## src/rtl/wb_regfile_pkg.sv

```systemverilog
// ============================================================================
// Module : wb_regfile_pkg
// Brief  : Shared widths and constants for the GPR / HI-LO register file.
// Rev    : 1.0  initial release
// ============================================================================
`default_nettype none

package wb_regfile_pkg;

  localparam int   REG_BUS      = 32;
  localparam int   REG_ADDR_BUS = 5;
  localparam int   REG_NUM      = 32;

  localparam logic [REG_BUS-1:0]      ZERO_WORD    = '0;
  localparam logic [REG_ADDR_BUS-1:0] NOP_REG_ADDR = '0;
  localparam logic                    WRITE_ENABLE = 1'b1;
  localparam logic                    READ_ENABLE  = 1'b1;
  localparam logic                    RST_ENABLE   = 1'b1;

endpackage : wb_regfile_pkg

`default_nettype wire

```

## src/rtl/wb_regfile_hilo.sv

```systemverilog
// ============================================================================
// Module : hilo_reg
// Brief  : HI/LO pair, loaded together; no bypass on the outputs.
// Rev    : 1.0  initial release
// ============================================================================
`default_nettype none

module hilo_reg
  import wb_regfile_pkg::*;
(
  input  logic               clk,
  input  logic               rst,
  input  logic               we,
  input  logic [REG_BUS-1:0] hi_i,
  input  logic [REG_BUS-1:0] lo_i,
  output logic [REG_BUS-1:0] hi_o,
  output logic [REG_BUS-1:0] lo_o
);

  logic [REG_BUS-1:0] r_hi;
  logic [REG_BUS-1:0] r_lo;

  always_ff @(posedge clk) begin
    if (rst == RST_ENABLE) begin
      r_hi <= ZERO_WORD;
      r_lo <= ZERO_WORD;
    end else if (we == WRITE_ENABLE) begin
      r_hi <= hi_i;
      r_lo <= lo_i;
    end
  end

  assign hi_o = r_hi;
  assign lo_o = r_lo;

endmodule : hilo_reg

`default_nettype wire

```

## src/rtl/wb_regfile.sv

```systemverilog
// ============================================================================
// Module : wb_regfile
// Brief  : 32x32 GPR file, two combinational read ports with write-through
//          bypass, plus the HI/LO register pair.
// Rev    : 1.0  initial release
// ============================================================================
`default_nettype none

module wb_regfile
  import wb_regfile_pkg::*;
(
  input  logic                    clk,
  input  logic                    rst,
  input  logic                    we,
  input  logic [REG_ADDR_BUS-1:0] waddr,
  input  logic [REG_BUS-1:0]      wdata,
  input  logic                    re1,
  input  logic [REG_ADDR_BUS-1:0] raddr1,
  output logic [REG_BUS-1:0]      rdata1,
  input  logic                    re2,
  input  logic [REG_ADDR_BUS-1:0] raddr2,
  output logic [REG_BUS-1:0]      rdata2,
  input  logic                    whilo,
  input  logic [REG_BUS-1:0]      hi_i,
  input  logic [REG_BUS-1:0]      lo_i,
  output logic [REG_BUS-1:0]      hi_o,
  output logic [REG_BUS-1:0]      lo_o
);

  logic [REG_BUS-1:0] r_gpr [REG_NUM];
  logic               w_wr_valid;

  // Entry 0 is held at zero so the array can be indexed by any address.
  assign w_wr_valid = (we == WRITE_ENABLE) && (waddr != NOP_REG_ADDR);

  always_ff @(posedge clk) begin
    if (rst == RST_ENABLE) begin
      for (int i = 0; i < REG_NUM; i++) begin
        r_gpr[i] <= ZERO_WORD;
      end
    end else if (w_wr_valid) begin
      r_gpr[waddr] <= wdata;
    end
  end

  always_comb begin
    rdata1 = ZERO_WORD;
    if (rst == RST_ENABLE || re1 != READ_ENABLE || raddr1 == NOP_REG_ADDR) begin
      rdata1 = ZERO_WORD;
    end else if (we == WRITE_ENABLE && raddr1 == waddr) begin
      rdata1 = wdata;
    end else begin
      rdata1 = r_gpr[raddr1];
    end
  end

  always_comb begin
    rdata2 = ZERO_WORD;
    if (rst == RST_ENABLE || re2 != READ_ENABLE || raddr2 == NOP_REG_ADDR) begin
      rdata2 = ZERO_WORD;
    end else if (we == WRITE_ENABLE && raddr2 == waddr) begin
      rdata2 = wdata;
    end else begin
      rdata2 = r_gpr[raddr2];
    end
  end

  hilo_reg u_hilo_reg (
    .clk  (clk),
    .rst  (rst),
    .we   (whilo),
    .hi_i (hi_i),
    .lo_i (lo_i),
    .hi_o (hi_o),
    .lo_o (lo_o)
  );

endmodule : wb_regfile

`default_nettype wire

```

## config.mk

```make
export PLATFORM = sky130hd
export DESIGN_NAME = wb_regfile
export DESIGN_NICKNAME = d
export VERILOG_FILES = /design/src/rtl/wb_regfile_pkg.sv /design/src/rtl/wb_regfile_hilo.sv /design/src/rtl/wb_regfile.sv
export SDC_FILE = /design/constraint.sdc
export NUM_CORES = 2
export LEC_CHECK = 0
export CAP_MARGIN = 20
export CELL_PAD_IN_SITES_DETAIL_PLACEMENT = 2
export CELL_PAD_IN_SITES_GLOBAL_PLACEMENT = 2
export CORE_MARGIN = 2
export CORE_UTILIZATION = 40
export CTS_CLUSTER_DIAMETER = 200
export DETAILED_ROUTE_END_ITERATION = 6
export PLACE_DENSITY = 0.72
export SYNTH_ARGS = -nofsm -noshare
export SYNTH_HDL_FRONTEND = slang
export SYNTH_SLANG_ARGS = --single-unit
```

## constraint.sdc

```tcl
create_clock -name clk -period 3.2 [get_ports clk]
set_input_delay 0.8 -clock clk [delete_from_list [all_inputs] [get_ports clk]]
set_output_delay 0.8 -clock clk [all_outputs]
set_load 0.02 [all_outputs]
```

After elaboration in Yosys (flattened, before gate mapping)
Memory sizes are Yosys's and may differ from the RTL's.
Index checks and enable logic that the tools add are counted.
{ "op_classes": {"bitwise": 2, "muxes": 12, "n_eq_ne": 2, "n_reduce_logical": 11} }
{ "ops": {"columns": ["op", "count"], "rows": [
  ["32-bit 2-to-1 mux", 5],
  ["32-bit OR reduction", 1],
  ["5-bit == test", 2],
  ["5-bit logical NOT", 2],
  ["1-bit 2-to-1 mux", 6],
  ["5-bit 2-to-1 mux", 1],
  ["5-bit nonzero test", 1],
  ["1-bit logical OR", 4],
  ["1-bit logical AND", 3],
  ["1-bit NOT", 2]
]} }
{ "word_totals": {"out_inout_bits": 128, "ramBits": 1024, "reg_bits": 64, "n_memories": 1} }
{ "memory_table": {"columns": ["name", "words", "width", "rd", "rd_ports_with_merged_regs", "wr", "line", "rtl"], "rows": [
  ["r_gpr", 32, 32, 2, 0, 32, "wb_regfile.sv:30", "logic [REG_BUS-1:0] r_gpr [REG_NUM];"]
]} }

Longest topological paths before layout
{ "logic_depth": {"depth_word": 7, "ltp_mapped": 9, "mapped_depth_nobuf": 5} }

Cells and area by module
Synthesis repeated with hierarchy kept, for this count alone.
{ "hier_totals": {"hier_cells": 4004, "hier_area_um2": 57207.4} }
{ "by_module_without_submodules": {"columns": ["module", "seq_area_each_um2", "n_inst", "area_each_um2", "cells_each"], "rows": [
  ["wb_regfile", 30749.5, 1, 54916.4, 3798],
  ["hilo_reg", 1281.2, 1, 2290.9, 206]
]} }

Least setup slack after synthesis
OpenSTA, ideal clock, no wires.
{ "synth_path": {"path_kind": "input to output", "startpoint": "input raddr2[0]", "endpoint": "output rdata2[12]", "arrival_ps": 2722, "path_stages": 8, "setup_slack_ps": -322, "n_path_buf": 4, "cell_sequence": "buf_2 buf_4 buf_6 buf_6 mux2i_1 a22oi_1 a311oi_1 o41ai_1"} }
{ "synth_between": {"elab_chain_len": 4, "word_cells_on_any_way": 7, "cone_classes": "eq/ne: 1; mux: 2; reduce/logical: 3; memory: 1"} }
{ "synth_rtl": {"columns": ["element", "line", "rtl"], "rows": [
  ["from (decl)", "wb_regfile.sv:21", "input logic [REG_ADDR_BUS-1:0] raddr2,"],
  ["parallel branches: the longest is 3 deep, another holds memory read 32 x 32 bit", null, null],
  ["32-bit 2-to-1 mux *", "wb_regfile.sv:59", "if (rst == RST_ENABLE || re2 != READ_ENABLE || raddr2 == NOP_REG_ADDR) begin"],
  ["to (decl)", "wb_regfile.sv:22", "output logic [REG_BUS-1:0] rdata2,"]
]} }
Every way passes the cells marked *.

Worst setup path in the final report
{ "layout_path": {"startpoint": "input raddr2[3]", "endpoint": "output rdata2[22]"} }
Same word-level chain as after synthesis.

==> reports/qor.txt <==
Status = finished, violations left
Failing checks = negative setup slack
Asr flop ratio synth = 0
Reg clk slew, reported paths = 0.06 ns
CTS H-tree lvls = 4
Fmax = 0.246 GHz
Final WS setup = -0.873 ns
Rows = 139
Initial antenna violation count = 42
Power per cell area = 513 nW/um^2
CTS Buf Count = 134
Fin crit period = 4.07 ns
Iter 0 DRT Violations = 8629
Post-synth EDFFs = 1024
Final wirelength = 352000 um
Placed cell count = 6449
# nets final = 5050
Setup crit end kind = output pin
Clk_lat worst skew = 0.79 ns
CTS tree = done
Area Growth Syn to Fin = 36.1%
Clock buffer depth = 3
Final GP Congestion = 0.943
Max-cap violations = 0
Slew @ Worst Pin = 0.996 ns
Drt wl/cell = 50.6 um
Fin cells = 6969
Synth warnings = 0
Number of global-route vias before repair = 50600
CP cell instances = buf_2 > buf_12 > nand2b_2 > or2_4 > buf_4 > o22ai_2 > nor2_2 > a32o_2 > buf_6
CP Class = primary input to output pin
Syn Area/Cell = 14.1 um^2
Die area = 147000 um^2
Vias per cell = 7.29
Core Region = 143000 um^2
Mapped Cells = 4067
Synth cell types = 48
Die width = 383 um
Total number of vias = 50800
Post-Syn Area = 57500 um^2
Worst slew margin = 0.336
RSZ-0062 raised after global routing = yes
Global-route wire length before repair = 432000 um
Finished Core Util = 0.546
Overflow after GRT = 0
Final hold viol count = 0
Post-synthesis sequential area ratio = 0.557
CP max-delay cell = buf_4
Share of layout cells above drive strength 1 = 0.382
Largest net degree at the start of global routing = 65
GRT Resource Usage Total = 0.429
Hpwl dp = 190000 um
Data required, critical path = 2.40 ns
Fillers = 12500
Peak per-stage delay on the critical path = 0.48 ns
Yosys reg bits = 1088
Sink Count = 1088
CTS Root Cell = clkbuf_16
VDD IR-drop max = 0.000566 V
Critical path data arrival time = 3.27 ns
Die height = 383 um
Critical path fanouts, max = 14
Synth Flop Type = edfxtp_1
Fin crit share = 1.27
DP Worst Slack = -1.22 ns
Port Buf Inserts = 244
Io pins = 245
Setup crit start kind = primary input
Initial Util = 0.401
Worst Skew = 0 ns
Pre-antenna DRT Iters = 6
Drt drc = 0
Hold WC Path Type = flop to flop
Routed Antenna Nets = 0
Final setup vio count = 64
Final Max Slew Viols = 0
Leakage power = 29.2 nW
==> cell families (layout without fill, tap and decap cells) <==
logic type / after synthesis / count (layout) / share of synthesized area
buffers and inverters: 437 / 1374 / 0.0338
AO/OA/AOI/OAI: 464 / 464 / 0.0615
AND/OR/NAND/NOR: 1279 / 1279 / 0.132
other: 1 / 63 / 0.0000653
XOR/XNOR: 10 / 10 / 0.00152
flip-flops: 1088 / 1088 / 0.557
multiplexers: 788 / 788 / 0.213
==> per-layer routing <==
| metal | global-route usage | vias to the layer above | share of wire |
|---|---|---|---|
| li1 | - | 17300 | - |
| met1 | 0.501 | 25900 | 0.32 |
| met2 | 0.649 | 5604 | 0.43 |
| met3 | 0.147 | 2051 | 0.14 |
| met4 | 0.329 | 26 | 0.10 |
| met5 | 0 | - | 0.00078 |
==> cell type report <==
class / count / area, um^2 / area share
timing repair buffer: 1135 / 13400 / 0.171
antenna: 31 / 77.6 / 0.000992
clock inverter: 56 / 468 / 0.00598
tap: 1903 / 2380 / 0.0304
multi-input combinational: 2573 / 26200 / 0.335
clock buffer: 182 / 3680 / 0.0471
inverter: 1 / 3.75 / 0.0000480
sequential: 1088 / 32000 / 0.410
==> path summary, 6_finish.rpt <==
kind                            from                 end  slack [ns]  depth (start not counted)
setup / recovery           raddr2[3]          rdata2[22]       -0.87                          9
hold / removal    u_hilo_reg.hi_o[9]  u_hilo_reg.hi_o[9]        0.49                          2
setup reg to reg  u_hilo_reg.lo_o[0]  u_hilo_reg.lo_o[0]        2.50                          2
hold reg to reg   u_hilo_reg.hi_o[9]  u_hilo_reg.hi_o[9]        0.49                          2
==> stage by stage <==
step                      power (mW)  hold slack (ns)  cell area (um^2)  TNS, ns
after detailed placement        22.6            0.485             67800   -72.58
after global placement          22.3            0.471             67800   -62.44
after global routing            40.3            0.501             78100   -34.13
after CTS                       38.2            0.501             76700   -26.83
final                           40.1            0.493             78200   -35.69
after floorplan                 19.5            0.584             57900  -0.0395
==> synth_stat cells, drive strengths merged (36+ instances only) <==
cell type	n	share of area
edfxtp	1024	0.54
and2	997	0.11
mux2i	425	0.074
mux4	347	0.14
clkbuf	293	0.019
buf	143	0.015
a22oi	141	0.018
nor2	135	0.0088
a21oi	75	0.0065
dfxtp	64	0.022
o221ai	47	0.0072
o22ai	41	0.0045
a22o	40	0.0061
nand2b	36	0.0039
==> power by group <==
group / switching (mW) / internal (mW) / total [mW]
Clock: 7.26 / 8.56 / 15.8
Sequential: 0.698 / 16.4 / 17.1
Combinational: 4.15 / 3.06 / 7.21
Total: 12.1 / 28.0 / 40.1
==> sequential cells by signal, indices dropped and copies added, names as in the netlist <==
signal / flops
r_gpr: 1024
u_hilo_reg.hi_o: 32
u_hilo_reg.lo_o: 32
==> cell usage in the layout (no fill, tap or decap), types with 25 or more instances in the layout <==
cell type	Yosys	layout
edfxtp_1	1024	1024
and2_1	997	993
buf_4	26	508
mux2i_1	425	388
mux4_2	347	347
buf_12	0	236
clkdlybuf4s50_1	0	161
buf_6	12	146
clkbuf_16	0	143
a22oi_1	141	83
nor2_1	135	81
dfxtp_1	64	64
a22oi_2	0	58
nor2_4	0	41
buf_8	0	41
clkbuf_1	292	40
a21oi_1	75	33
conb_1	1	32
diode_2	0	31
or2_2	33	31
a21oi_2	0	30
a32o_2	0	29
a22o_1	40	27
clkinv_1	0	27
o221ai_1	47	26
mux2i_2	0	25
==> critical path, delay by kind of cell <==
family	cells	cell delay, ns
buf+inv	4	0.90
simple gates	3	0.84
compound gates	2	0.66
==> repair_timing <==
action | 4_1_cts | 5_1_grt
gates cloned | 18 | 3
resized for setup | 720 | 215
pin swaps | 168 | 117
setup buffers | 196 | 72
hold buffers | 0 | 0
setup endpoints to repair | 64 | 64
Power figures use the tool's default switching activity.
